==> src/rtl/line_burst_if.sv <==
// Cache-side line handshake and memory-side beat burst, seen from the adaptor
// (slave) or from whatever drives it (master).
//   cache side : line_i/line_o, address_i, read_i, write_i, resp_o
//   memory side: burst_i/burst_o, address_o, read_o, write_o, resp_i
interface line_burst_if #(
    parameter int unsigned LINE_WIDTH = 256,
    parameter int unsigned BEAT_WIDTH = 64,
    parameter int unsigned ADDR_WIDTH = 32
);
    logic [LINE_WIDTH-1:0] line_i;
    logic [LINE_WIDTH-1:0] line_o;
    logic [ADDR_WIDTH-1:0] address_i;
    logic                  read_i;
    logic                  write_i;
    logic                  resp_o;
    logic [BEAT_WIDTH-1:0] burst_i;
    logic [BEAT_WIDTH-1:0] burst_o;
    logic [ADDR_WIDTH-1:0] address_o;
    logic                  read_o;
    logic                  write_o;
    logic                  resp_i;

    modport slave (
        input  line_i, address_i, read_i, write_i, burst_i, resp_i,
        output line_o, resp_o, burst_o, address_o, read_o, write_o
    );

    modport master (
        output line_i, address_i, read_i, write_i, burst_i, resp_i,
        input  line_o, resp_o, burst_o, address_o, read_o, write_o
    );
endinterface

==> src/rtl/line_burst_adaptor.sv <==
// Turns one cacheline read/write into a 4-beat burst to memory and returns a
// single resp_o pulse per line transaction.
//   clk, rst : clock, asynchronous active-low reset
//   bus      : line_burst_if.slave (cache handshake + memory burst signals)
// All outputs are decoded from registered state only; there is no
// combinational path from any input to any output.
module line_burst_adaptor #(
    parameter int unsigned LINE_WIDTH = 256,
    parameter int unsigned BEAT_WIDTH = 64,
    parameter int unsigned ADDR_WIDTH = 32
) (
    input  logic         clk,
    input  logic         rst,
    line_burst_if.slave  bus
);
    localparam int unsigned BEATS = LINE_WIDTH / BEAT_WIDTH;
    localparam int unsigned CNT_W = $clog2(BEATS);
    localparam int unsigned LINE_BYTES = LINE_WIDTH / 8;
    localparam logic [ADDR_WIDTH-1:0] ALIGN_MASK = ~(ADDR_WIDTH'(LINE_BYTES - 1));
    localparam logic [CNT_W-1:0] LAST_BEAT = CNT_W'(BEATS - 1);

    typedef logic [BEATS-1:0][BEAT_WIDTH-1:0] line_t;

    typedef enum logic [2:0] {
        IDLE     = 3'd0,
        RD_BURST = 3'd1,
        RD_DONE  = 3'd2,
        WR_BURST = 3'd3,
        WR_DONE  = 3'd4
    } state_e;

    state_e                state_q, state_d;
    logic [CNT_W-1:0]      cnt_q, cnt_d;
    logic [ADDR_WIDTH-1:0] addr_q, addr_d;
    line_t                 wbuf_q, wbuf_d;
    line_t                 rbuf_q, rbuf_d;

    logic                  resp_c;
    logic                  read_c;
    logic                  write_c;
    logic [ADDR_WIDTH-1:0] address_c;
    logic [BEAT_WIDTH-1:0] burst_c;

    // State and datapath registers
    always_ff @(posedge clk or negedge rst) begin
        if (!rst) begin
            state_q <= IDLE;
            cnt_q   <= '0;
            addr_q  <= '0;
            wbuf_q  <= '0;
            rbuf_q  <= '0;
        end else begin
            state_q <= state_d;
            cnt_q   <= cnt_d;
            addr_q  <= addr_d;
            wbuf_q  <= wbuf_d;
            rbuf_q  <= rbuf_d;
        end
    end

    // Next-state and output decode
    always_comb begin
        state_d   = state_q;
        cnt_d     = cnt_q;
        addr_d    = addr_q;
        wbuf_d    = wbuf_q;
        rbuf_d    = rbuf_q;
        resp_c    = 1'b0;
        read_c    = 1'b0;
        write_c   = 1'b0;
        address_c = '0;
        burst_c   = '0;

        unique case (state_q)
            IDLE: begin
                // Read wins when both requests are up; resp_i is ignored here.
                if (bus.read_i) begin
                    addr_d  = bus.address_i & ALIGN_MASK;
                    cnt_d   = '0;
                    state_d = RD_BURST;
                end else if (bus.write_i) begin
                    addr_d  = bus.address_i & ALIGN_MASK;
                    wbuf_d  = bus.line_i;
                    cnt_d   = '0;
                    state_d = WR_BURST;
                end
            end
            RD_BURST: begin
                read_c    = 1'b1;
                address_c = addr_q;
                if (bus.resp_i) begin
                    rbuf_d[cnt_q] = bus.burst_i;
                    cnt_d         = cnt_q + CNT_W'(1);
                    if (cnt_q == LAST_BEAT) begin
                        state_d = RD_DONE;
                    end
                end
            end
            RD_DONE: begin
                resp_c  = 1'b1;
                state_d = IDLE;
            end
            WR_BURST: begin
                write_c   = 1'b1;
                address_c = addr_q;
                burst_c   = wbuf_q[cnt_q];
                if (bus.resp_i) begin
                    cnt_d = cnt_q + CNT_W'(1);
                    if (cnt_q == LAST_BEAT) begin
                        state_d = WR_DONE;
                    end
                end
            end
            WR_DONE: begin
                resp_c  = 1'b1;
                state_d = IDLE;
            end
            default: begin
                state_d = IDLE;
            end
        endcase
    end

    assign bus.resp_o    = resp_c;
    assign bus.read_o    = read_c;
    assign bus.write_o   = write_c;
    assign bus.address_o = address_c;
    assign bus.burst_o   = burst_c;
    assign bus.line_o    = rbuf_q;

endmodule

==> src/flat_wrapper.sv <==
// flat-port wrapper written by rule: the top's interface ports become plain ports
module line_burst_adaptor_flat 
#(
    parameter int unsigned LINE_WIDTH = 256,
    parameter int unsigned BEAT_WIDTH = 64,
    parameter int unsigned ADDR_WIDTH = 32
)
  (clk, rst, bus_line_i, bus_address_i, bus_read_i, bus_write_i, bus_burst_i, bus_resp_i, bus_line_o, bus_resp_o, bus_burst_o, bus_address_o, bus_read_o, bus_write_o);
  line_burst_if #(.LINE_WIDTH(LINE_WIDTH), .BEAT_WIDTH(BEAT_WIDTH), .ADDR_WIDTH(ADDR_WIDTH)) bus_i ();
  input  logic clk;
  input  logic rst;
  input wire logic [$bits(bus_i.line_i)-1:0] bus_line_i;
  input wire logic [$bits(bus_i.address_i)-1:0] bus_address_i;
  input wire logic [$bits(bus_i.read_i)-1:0] bus_read_i;
  input wire logic [$bits(bus_i.write_i)-1:0] bus_write_i;
  input wire logic [$bits(bus_i.burst_i)-1:0] bus_burst_i;
  input wire logic [$bits(bus_i.resp_i)-1:0] bus_resp_i;
  output wire logic [$bits(bus_i.line_o)-1:0] bus_line_o;
  output wire logic [$bits(bus_i.resp_o)-1:0] bus_resp_o;
  output wire logic [$bits(bus_i.burst_o)-1:0] bus_burst_o;
  output wire logic [$bits(bus_i.address_o)-1:0] bus_address_o;
  output wire logic [$bits(bus_i.read_o)-1:0] bus_read_o;
  output wire logic [$bits(bus_i.write_o)-1:0] bus_write_o;
  assign bus_i.line_i = bus_line_i;
  assign bus_i.address_i = bus_address_i;
  assign bus_i.read_i = bus_read_i;
  assign bus_i.write_i = bus_write_i;
  assign bus_i.burst_i = bus_burst_i;
  assign bus_i.resp_i = bus_resp_i;
  assign bus_line_o = bus_i.line_o;
  assign bus_resp_o = bus_i.resp_o;
  assign bus_burst_o = bus_i.burst_o;
  assign bus_address_o = bus_i.address_o;
  assign bus_read_o = bus_i.read_o;
  assign bus_write_o = bus_i.write_o;
  line_burst_adaptor #(.LINE_WIDTH(LINE_WIDTH), .BEAT_WIDTH(BEAT_WIDTH), .ADDR_WIDTH(ADDR_WIDTH)) u_core (.clk(clk), .rst(rst), .bus(bus_i));
endmodule
==> config.mk <==
export PLATFORM = sky130hd
export DESIGN_NAME = line_burst_adaptor_flat
export DESIGN_NICKNAME = d
export VERILOG_FILES = /design/src/rtl/line_burst_if.sv /design/src/rtl/line_burst_adaptor.sv /design/src/flat_wrapper.sv
export SDC_FILE = /design/constraint.sdc
export NUM_CORES = 1
export LEC_CHECK = 0
export CORE_AREA = 3 3 273 275
export CTS_CLUSTER_DIAMETER = 40
export DETAILED_ROUTE_END_ITERATION = 8
export DIE_AREA = 0 0 276 278
export GPL_TIMING_DRIVEN = 0
export SYNTH_ARGS = -nofsm -noshare
export SYNTH_HDL_FRONTEND = slang
export SYNTH_SLANG_ARGS = --single-unit
export TNS_END_PERCENT = 30
==> constraint.sdc <==
create_clock -name clk -period 1.9 [get_ports clk]
set_input_delay 0.38 -clock clk [delete_from_list [all_inputs] [get_ports clk]]
set_output_delay 0.38 -clock clk [all_outputs]
set_load 0.005 [all_outputs]
# Word-level counts from Yosys, hierarchy flattened
# Index checks and enable logic that the tools add are counted.
# op_classes
n_addsub	1
n_lt_le_gt_ge	2
eq_ne	11
muxes	23
bitwise	1
n_reduce_logical	11
# ops
op	n
256-bit bitwise mux	1
64-bit 2-to-1 mux	3
64-bit binary-select mux with 2-bit select	1
64-bit demux with 2-bit select	1
32-bit 2-to-1 mux	3
3-bit 2-to-1 mux	6
3-bit one-hot mux with 3 select lines	1
3-bit by 2-bit == test with 1-bit output (second input constant)	2
2-bit 2-to-1 mux	3
2-bit by 1-bit inequality test with 1-bit output (second input constant)	3
3-bit AND reduction	2
5-bit AND reduction	1
2-bit inequality test (second input constant)	2
2-bit one-hot mux with 2 select lines	1
2-bit AND reduction	2
2-bit nonzero test	2
2-bit OR reduction	2
3-bit by 1-bit == test with 1-bit output (second input constant)	1
3-bit == test (second input constant)	1
3-bit zero test	1
2-bit by 3-bit < comparator with 1-bit output (second input constant)	1
1-bit 2-to-1 mux	3
3-bit inequality test (second input constant)	1
2-bit by 1-bit adder with 2-bit output (second input constant)	1
other kinds (4)	4
# word_totals
reg_bits	549
input_bits	357
out_inout_bits	355
word_cells	60

# Depth between registers and ports, before layout
# Gate-level depths: netlist of the first run.
# logic_depth
depth_word	5
ltp_mapped	8
depth_no_buf	4

# Worst setup path before layout of the first run
# OpenSTA, ideal clock, no wires.
# synth_timing
path_kind	register to output
from	register u_core.cnt_q[0]
to	output bus_burst_o[36]
arrival_ps	1686
required_ps	1520
setup_slack_ps	-166
stages_incl_launch_ff	6
n_path_buf	3
path_cell_list	dfrtp_1 clkbuf_1 buf_2 buf_4 mux4_2 and3_1
# synth_via
elab_chain_len	3
# synth_rtl
element	line	rtl
start, declared	line_burst_adaptor.sv:33	logic [CNT_W-1:0] cnt_q, cnt_d;
start signal, assigned	line_burst_adaptor.sv:54	cnt_q <= cnt_d;
64-bit binary-select mux with 2-bit select	line_burst_adaptor.sv:106	burst_c = wbuf_q[cnt_q];
64-bit 2-to-1 mux (implied by the code)	line_burst_adaptor.sv:106	
64-bit 2-to-1 mux	line_burst_adaptor.sv:74	unique case (state_q)
end, declared	flat_wrapper.sv:20	output wire logic [$bits(bus_i.burst_o)-1:0] bus_burst_o;
# Every way passes these cells. The select of a mux whose other input is x is not followed.

# Worst setup path after layout of the first run
# layout_timing
from	register u_core.cnt_q[0]
to	output bus_burst_o[60]
# The elaborated chain is that of the path after synthesis.

==> reports/metrics.csv, run 1 <==
stage,metric,value,unit
synthesis,cell area after synthesis,22450,um^2
clock_tree,H-tree depth,3,
synthesis,dominant cells by area after synthesis,"dfrtp_1 (61%), mux2_1 (18%), mux2_2 (9.1%), mux4_2 (6.4%), and3_1 (1.8%)",
critical_path,crit end category,output pin,
synthesis,synthesized area per cell,16.36,um^2
run_status,failing checks,"hold timing, setup timing",
layout,Syn-to-layout area delta,70.38,%
placement,I/O Buffers,701,
detailed_routing,TritonRoute pass-1 iters,4,
synthesis,"flops & latches, synth",544,
placement,post-DP HPWL,57920,um
grt,initial antenna violation count,27,
timing,Max Clock Freq,0.3596,GHz
grt,grt total ovfl,0,
timing,RSZ-0062 raised after global routing,yes,
critical_path,crit path from,u_core.cnt_q[0],
die,IO Count,712,
synthesis,"EDFF count, synth",0,
die,chip width,276,um
synthesis,post-synth cell types,30,
run_status,status,"complete, but fails checks",
critical_path,Reg2Reg Launch Point,u_core.cnt_q[0],
timing,final setup violation count,641,
die,Core ar.,72590,um^2
critical_path,Worst EP required,1520,ps
timing,worst slew pin tran,882.3,ps
layout,final core occ,52.69,%
synthesis,sequential-to-total area share from yosys stat,60.65,%
critical_path,CP Class,reg2out,
synthesis,cells after synthesis,1372,
die,die area,76730,um^2
clock_tree,CTS tree,yes,
synthesis,Synth warnings,0,
grt,largest net degree at the start of global routing,120,
timing,Worst Skew,36.41,ps
synthesis,Yosys top cell area share,60.65,%
critical_path,CP startpoint kind,flop,
timing,Max Slew Vio Count,0,
min_path,Hold WC Path Type,in2async,
timing,"Worst Setup Slack, final",-880.7,ps
clock_tree,clk sinks,544,
timing,Final Cycle Share,146.4,%
power,Leakage,16.89,nW
synthesis,most common cell in the netlist,dfrtp_1,
detailed_routing,# DRC,0,
die,Rows,99,
detailed_routing,via/cell ratio,4.734,
synthesis,Async SR Flop Fraction,100.0,%
layout,layout cells sized above 1,40.06,%
timing,setup_tns,-172510,ps
run,number of max-cap violations,0,
timing,final hold violation count,112,
critical_path,worst endpoint data arrival time,2400,ps
detailed_routing,total vias in the final route,15996,
synthesis,Post-synth top cells,"dfrtp_1 (544), mux2_1 (357), mux2_2 (182)",
timing,Final min period,2781,ps
die,Initial Utilization,30.92,%
clock_tree,CTS buffer count,92,
timing,relative slew slack,41.18,%
detailed_routing,ANT nets after route,0,
placement,post-place setup slack,-1286,ps
grt,first-pass GRT wire length,116200,um
detailed_routing,DR iter-0 viols,541,
detailed_routing,routed wire length,83480,um
synthesis,Most used DFF post-synth,dfrtp_1,
grt,Tot GR Track Use,20.09,%
timing,final hold slack,-144.5,ps
critical_path,Crit Path Max Fanout,4,
clock_tree,clk buf depth,3,
grt,vias in the first global route,17645,
clock_tree,clk_lat worst skew,630,ps
placement,Final Wtd Congestion,0.8272,
clock_tree,clock root cell,clkbuf_16,
clock_tree,clock edge transition at the registers on the reported setup and hold paths,50,ps
synthesis,"area leader, netlist",dfrtp_1,
detailed_routing,Avg WL per Cell,24.71,um
power,Power Dens Cells,1751,nW/um^2
layout,nets,2689,
power,Max VDD drop,0.9000,mV
die,die height,278,um
-- per-stage QoR --
stage	hold slack (ps)	total power, mW	cell area [um^2]	instances
global placement	468.7	41.93	30700	3036
finish	-144.5	66.95	38250	3379
global route	-107.2	70.31	38230	3372
CTS	-146.6	64.52	35950	3285
detailed placement	475.4	42.49	30810	3040
floorplan	84.41	30.03	22480	1376
-- state kept, by name (all words and copies together), names as in the netlist --
register,count
u_core.state_q,3
u_core.cnt_q,2
u_core.addr_q,27
u_core.wbuf_q,256
u_core.bus.line_o,256
-- layout make-up --
type | count | area, um^2
Fill cell | 6037 | 34340
Tap cell | 959 | 1200
Antenna cell | 16 | 40.04
Multi-Input combinational cell | 735 | 9310
Timing Repair Buffer | 859 | 9414
Sequential cell | 544 | 13620
Inverter | 4 | 25.02
Buffer | 92 | 1296
Clock inverter | 64 | 905.9
Clock buffer | 106 | 2439
-- worst max-delay path, cell delays in order, from the launching register on --
cell and delay, ps:
dfrtp_1 390, clkbuf_16 170, buf_12 140, buf_12 120, buf_12 130, buf_12 120, mux4_2 420, and3_4 190
buf_6 120
-- kinds of logic after synthesis --
group | after synthesis | share of synthesized area (%)
fa+ha+maj | 4 | 0.2230
mux | 603 | 33.46
flops | 544 | 60.65
xor+xnor | 1 | 0.03903
compound gates | 7 | 0.2118
simple gates | 112 | 3.227
buf+inv | 100 | 2.174
other cells | 1 | 0.01671
-- power breakdown --
part / switching, mW / total (mW) / internal (mW)
registers: 3.25 / 20.7 / 17.5
logic: 9.65 / 28.5 / 18.8
clock network: 6.23 / 17.8 / 11.5
-- repair_timing --
item | CTS | global route
pin swaps | 44 | 21
resized for setup | 716 | 331
endpoints found under the hold margin | 112 | 112
gates cloned | 9 | 31
setup endpoints to repair | 806 | 862
buffers inserted | 68 | 58
-- final timing paths --
kind	endpoint	slack (ps)	cells after the start
min in group clk	u_core.wbuf_q[222]	340	2
max in group asynchronous	u_core.bus.line_o[18]	340	3
setup / recovery	bus_burst_o[60]	-880	8
setup reg to reg	u_core.bus.line_o[150]	-380	12
hold / removal	u_core.wbuf_q[224]	-140	1
hold reg to reg	u_core.wbuf_q[221]	480	1
-- layer usage --
layer	track usage, %	share of wire, %
met1	21.92	36
met2	34.74	51
met3	8.154	8.9
met4	8.274	3.4
met5	0	0.26
-- layout by cell type, fill, tap and decap left out, types with 3 or more instances in the layout --
| cell | instances |
|---|---|
| buf_4 | 58 |
| buf_6 | 129 |
| buf_2 | 27 |
| clkinv_2 | 10 |
| ha_4 | 3 |
| bufinv_16 | 16 |
| buf_8 | 13 |
| nand2_4 | 3 |
| nand2_1 | 3 |
| inv_6 | 11 |
| clkbuf_16 | 129 |
| clkinv_4 | 7 |
| clkbuf_1 | 10 |
| mux2_4 | 114 |
| and2_4 | 24 |
| mux2_2 | 172 |
| mux4_2 | 64 |
| clkbuf_2 | 7 |
| conb_1 | 5 |
| a31oi_1 | 3 |
| clkdlybuf4s50_1 | 606 |
| clkbuf_4 | 3 |
| buf_12 | 63 |
| clkinvlp_4 | 17 |
| clkbuf_8 | 4 |
| and2_1 | 3 |
| mux2_1 | 253 |
| nand2_8 | 5 |
| buf_16 | 7 |
| dfrtp_1 | 542 |
| and3_4 | 63 |
| diode_2 | 16 |
(Power assumes the default switching activity.)
==> run 2: changes to the inputs <==
ABC_AREA = 0   (was not set)
TNS_END_PERCENT = 50   (was 30)
==> reports/metrics.csv, run 2 (same netlist as run 1, synthesis figures left out) <==
stage,metric,value,unit,change
run_status,status,"complete, but fails checks",,
run_status,failing checks,"hold timing, setup timing",,
timing,final hold violation count,112,,unchanged
timing,Worst Skew,35.33,ps,-1.077 ps
critical_path,worst-path cell chain,clkbuf_16 -> buf_12 -> buf_12 -> buf_12 -> buf_12 -> mux4_2 -> and3_4 -> buf_6,,
power,Power Dens Cells,1758,nW/um^2,+0.43%
grt,largest net degree at the start of global routing,120,,unchanged
placement,Placed Instances,3040,,unchanged
critical_path,Crit path top cell by count,buf_12,,
critical_path,reg2reg setup slack,-430,ps,-50 ps
detailed_routing,Met2 Wirelength,43430,um,+1.7%
detailed_routing,Avg WL per Cell,25.14,um,+1.8%
timing,Final Cycle Share,146.7,%,+0.38 points
layout,"most common cell after layout, fill and taps aside",clkdlybuf4s50_1,,
critical_path,CP startpoint kind,flop,,
layout,nets,2696,,+0.26%
detailed_routing,TritonRoute pass-1 iters,4,,unchanged
die,die area,76730,um^2,unchanged
clock_tree,H-tree depth,3,,unchanged
timing,RSZ-0062 raised after global routing,yes,,
placement,I/O Buffers,701,,unchanged
die,die height,278,um,unchanged
timing,Max Slew Vio Count,0,,unchanged
clock_tree,CTS tree,yes,,
timing,worst slew pin tran,891.3,ps,+9.035 ps
critical_path,"Largest stage delay, worst path",420,ps,about the same
critical_path,slowest CP cell,mux4_2,,
detailed_routing,total vias in the final route,16143,,+0.92%
timing,final hold slack,-144.5,ps,-0.01300 ps
layout,Syn-to-layout area delta,72.64,%,
detailed_routing,routed wire length,85130,um,+2.0%
grt,Tot GR Track Use,20.09,%,unchanged
grt,first-pass GRT wire length,116200,um,unchanged
critical_path,worst endpoint data arrival time,2410,ps,about the same
clock_tree,CTS buffer count,92,,unchanged
critical_path,Worst R2R Path Depth,12,,unchanged
detailed_routing,DR iter-0 viols,569,,+5.2%
critical_path,Worst EP required,1520,ps,about the same
grt,grt total ovfl,0,,unchanged
clock_tree,clk_lat worst skew,630,ps,about the same
run,number of max-cap violations,0,,unchanged
detailed_routing,Met1 Wirelength,31150,um,+2.8%
clock_tree,clk sinks,544,,unchanged
timing,"Worst Setup Slack, final",-887.9,ps,-7.149 ps
critical_path,Crit Path Max Fanout,4,,unchanged
clock_tree,clk buf depth,3,,unchanged
min_path,Hold WC Path Type,in2async,,
critical_path,CP Class,reg2out,,
detailed_routing,ANT nets after route,0,,unchanged
timing,relative slew slack,40.58,%,-0.60 points
layout,fillers,5947,,-1.5%
layout,most frequent cells in the layout,"clkdlybuf4s50_1 (606), dfrtp_1 (542), mux2_4 (187)",,
die,chip width,276,um,unchanged
grt,vias in the first global route,17645,,unchanged
die,Rows,99,,unchanged
clock_tree,clock root cell,clkbuf_16,,
layout,fin cells,3386,,+0.21%
power,Max VDD drop,0.9123,mV,+1.4%
power,Leakage,17.37,nW,+2.9%
detailed_routing,# DRC,0,,unchanged
critical_path,crit end category,output pin,,
timing,final setup violation count,637,,-0.62%
critical_path,Reg2Reg Launch Point,u_core.cnt_q[0],,
placement,post-DP HPWL,57920,um,unchanged
timing,Final min period,2788,ps,+7.149 ps
timing,Max Clock Freq,0.3587,GHz,-0.26%
detailed_routing,met3 wire length,7557,um,+1.8%
placement,Final Wtd Congestion,0.8272,,unchanged
detailed_routing,via/cell ratio,4.768,,+0.71%
critical_path,crit-path leading delay family,buffers and inverters,,
critical_path,R2R Path End,u_core.bus.line_o[18],,
detailed_routing,highest routed metal layer,met5,,
critical_path,worst path bufs/invs,6,,unchanged
layout,layout cells sized above 1,43.26,%,+3.2 points
die,Initial Utilization,30.92,%,unchanged
die,Core ar.,72590,um^2,unchanged
die,IO Count,712,,unchanged
grt,initial antenna violation count,27,,unchanged
clock_tree,clock edge transition at the registers on the reported setup and hold paths,50,ps,about the same
==> run 2: cell types whose count changed in the layout (fill, tap and decap cells not counted) <==
| cell | delta |
|---|---|
| clkbuf_16 | +6 |
| buf_12 | +3 |
| mux2_1 | -73 |
| mux2_4 | +73 |
| buf_6 | +5 |
| buf_2 | -2 |
| nand2_8 | +1 |
| buf_4 | -6 |
==> run 2: final cells by class <==
cell class	count	area, um^2	share of cell area (%)
Antenna cell	16	40.04	0.1033
Timing Repair Buffer	865	9590	24.75
Clock buffer	106	2439	6.293
Sequential cell	544	13620	35.14
Tap cell	959	1200	3.096
Inverter	4	25.02	0.06458
Multi-Input combinational cell	736	9604	24.78
Buffer	92	1331	3.435
Clock inverter	64	905.9	2.338
==> run 2: worst max-delay path by stage <==
stage | slack (ps) | from | cells past startpoint | end
finish | -890 | u_core.cnt_q[0] | 8 | bus_burst_o[60]
global route | -950 | u_core.cnt_q[0] | 8 | bus_burst_o[39]
CTS | -930 | u_core.cnt_q[0] | 8 | bus_burst_o[34]
detailed placement | -1290 | u_core.state_q[0] | 6 | bus_burst_o[40]
global placement | -23780 | rst | 1 | u_core.bus.line_o[240]
floorplan | -20 | u_core.cnt_q[0] | 5 | bus_burst_o[36]
==> run 2: per-stage QoR <==
stage | power, mW | util [%] | instance area (um^2) | setup WS [ps] | setup TNS, ps
floorplan | 30.03 | - | 22480 | -21.96 | -459.1
global placement | 41.93 | 42.29 | 30700 | -23780 | -
detailed placement | 42.49 | 42.45 | 30810 | -1286 | -448840
CTS | 64.52 | 49.53 | 35950 | -930.8 | -228970
global route | 71.46 | 53.36 | 38730 | -952.4 | -219660
finish | 68.13 | 53.39 | 38750 | -887.9 | -178630
==> run 2: where the power goes <==
group / leakage, nW / switching (mW) / internal (mW) / total [mW]
logic: 9.26 / 9.88 / 19.7 / 29.5
registers: 6.53 / 3.30 / 17.5 / 20.8
clock network: 1.58 / 6.27 / 11.5 / 17.8
total: 17.4 / 19.4 / 48.7 / 68.1
==> run 2: timing repair <==
action / in CTS / in global routing
gates cloned: 9 / 38
gates resized for setup: 716 / 423
endpoints found under the hold margin: 112 / 112
setup endpoints to repair: 806 / 862
setup buffers: 68 / 58
pin swaps: 44 / 22
==> run 2: routing by layer <==
metal	up-vias	GRT usage (%)
li1	6983	-
met2	610	34.74
met3	182	8.154
met1	8336	21.92
met4	32	8.274
met5	-	0
==> run 3: changes to the inputs <==
PLACE_DENSITY = 0.68   (was not set)
==> reports/metrics.csv, run 3 (same netlist as run 1, synthesis figures left out) <==
stage,metric,value,unit,change
layout,fin cells,3377,,-0.27%
clock_tree,CTS tree,yes,,
grt,Tot GR Track Use,20.49,%,+0.39 points
timing,"Worst Setup Slack, final",-838.6,ps,+49.34 ps
layout,"most common cell after layout, fill and taps aside",clkdlybuf4s50_1,,
grt,grt total ovfl,0,,unchanged
timing,final hold slack,329.1,ps,+473.5 ps
power,Leakage,17.77,nW,+2.3%
clock_tree,clk sinks,544,,unchanged
timing,Max Slew Vio Count,0,,unchanged
die,Core ar.,72590,um^2,unchanged
placement,DP Area,30840,um^2,about the same
clock_tree,clk_lat worst skew,620,ps,about the same
run_status,status,"complete, but fails checks",,
timing,Final min period,2739,ps,-49.34 ps
die,Rows,99,,unchanged
placement,post-DP HPWL,56510,um,-2.4%
timing,final hold violation count,0,,-100%
clock_tree,clock edge transition at the registers on the reported setup and hold paths,50,ps,about the same
clock_tree,clk buf depth,3,,unchanged
run_status,failing checks,setup timing,,
timing,final setup violation count,590,,-7.4%
critical_path,worst endpoint data arrival time,2360,ps,-50 ps
timing,RSZ-0062 raised after global routing,yes,,
grt,initial antenna violation count,19,,-30%
placement,Placed Instances,3041,,+0.033%
min_path,Hold WC Path Type,in2async,,
detailed_routing,total vias in the final route,16213,,+0.43%
layout,layout cells sized above 1,44.98,%,+1.7 points
detailed_routing,DR iter-0 viols,675,,+19%
timing,Max Clock Freq,0.3652,GHz,+1.8%
layout,final core occ,53.92,%,+0.54 points
layout,fillers,5705,,-4.1%
layout,most frequent cells in the layout,"clkdlybuf4s50_1 (606), dfrtp_1 (542), mux2_4 (236)",,
critical_path,CP startpoint kind,flop,,
clock_tree,CTS buffer count,91,,-1.1%
timing,Final Cycle Share,144.1,%,-2.6 points
clock_tree,clock root cell,clkbuf_16,,
detailed_routing,via/cell ratio,4.801,,+0.70%
timing,Worst Skew,31.25,ps,-4.077 ps
detailed_routing,# DRC,0,,unchanged
placement,I/O Buffers,701,,unchanged
timing,relative slew slack,55.87,%,+15 points
run,number of max-cap violations,0,,unchanged
detailed_routing,routed wire length,85330,um,+0.23%
layout,nets,2701,,+0.19%
power,Max VDD drop,1.031,mV,+13%
die,Initial Utilization,30.92,%,unchanged
power,Pwr Total,68.54,mW,+0.60%
placement,Final Wtd Congestion,0.8282,,+0.12%
placement,post-place setup slack,-1225,ps,+60.91 ps
die,die height,278,um,unchanged
grt,first-pass GRT wire length,118800,um,+2.2%
detailed_routing,ANT nets after route,0,,unchanged
layout,Syn-to-layout area delta,74.37,%,
critical_path,Crit Path Max Fanout,6,,+2
layout,final non-filler cell area,39140,um^2,+1.0%
detailed_routing,Avg WL per Cell,25.27,um,+0.49%
grt,largest net degree at the start of global routing,125,,+4.2%
critical_path,CP Class,reg2out,,
die,die area,76730,um^2,unchanged
grt,vias in the first global route,18099,,+2.6%
timing,worst slew pin tran,662.0,ps,-229.3 ps
clock_tree,H-tree depth,3,,unchanged
die,chip width,276,um,unchanged
die,IO Count,712,,unchanged
timing,setup_tns,-124620,ps,+54010 ps
power,Power Dens Cells,1751,nW/um^2,-0.40%
detailed_routing,TritonRoute pass-1 iters,5,,+1
critical_path,Worst EP required,1520,ps,about the same
critical_path,crit end category,output pin,,
## run 3: changes by cell type in the layout (fill, tap and decap cells not counted), moves of 5 or more
cell / before / now
buf_8: 13 / 18
mux2_1: 180 / 139
diode_2: 16 / 6
mux2_2: 172 / 164
buf_12: 66 / 78
mux2_4: 187 / 236
buf_2: 25 / 12
clkinvlp_4: 17 / 7
buf_16: 7 / 15
clkbuf_8: 4 / 11
buf_4: 52 / 42
clkbuf_16: 135 / 128
buf_6: 134 / 144
## run 3: what timing repair did
action | CTS | global route
resized for setup | 850 | 394
endpoints found under the setup margin | 800 | 867
endpoints found under the hold margin | 38 | 0
pin swaps | 51 | 24
setup buffers | 88 | 44
cloned | 21 | 33
hold buffers | 2 | 0
## run 3: routing by layer
| layer | track usage (%) | wire length (um) |
|---|---|---|
| met3 | 7.357 | 6624 |
| met1 | 22.71 | 31700 |
| met2 | 35.99 | 43460 |
| met4 | 7.908 | 3390 |
| met5 | 0 | 151 |
## run 3: power breakdown
group | switching (mW) | internal [mW] | leakage [nW]
combinational | 10.2 | 20.3 | 9.68
sequential | 3.38 | 17.5 | 6.53
clock | 6.06 | 11.1 | 1.56
## run 3: area by class of cell
| type | instances | area, um^2 | share of cell area, % |
|---|---|---|---|
| sequential | 544 | 13620 | 34.79 |
| timing repair buffer | 876 | 9922 | 25.35 |
| multi-input combinational | 733 | 9739 | 24.88 |
| clock buffer | 111 | 2464 | 6.294 |
| buffer | 90 | 1394 | 3.561 |
| tap | 959 | 1200 | 3.066 |
| clock inverter | 54 | 768.2 | 1.963 |
| inverter | 4 | 22.52 | 0.05754 |
| antenna | 6 | 15.01 | 0.03836 |
## run 3: path summary, 6_finish.rpt
kind | slack (ps) | cells past startpoint | startpoint | endpoint
max | -840 | 7 | u_core.cnt_q[0] | bus_burst_o[40]
min | 330 | 3 | rst | u_core.wbuf_q[53]
max reg2reg | -360 | 13 | u_core.cnt_q[0] | u_core.bus.line_o[3]
min in group clk | 350 | 2 | bus_line_i[214] | u_core.wbuf_q[214]
max in group asynchronous | 160 | 5 | rst | u_core.bus.line_o[155]
min reg2reg | 490 | 1 | u_core.wbuf_q[155] | u_core.wbuf_q[155]
## run 3: critical path, cell delays in order (launching register included)
cell and delay, ps:
dfrtp_1 370, buf_8 130, buf_12 140, buf_8 130, buf_12 130, mux4_2 540, and3_4 200, buf_6 110
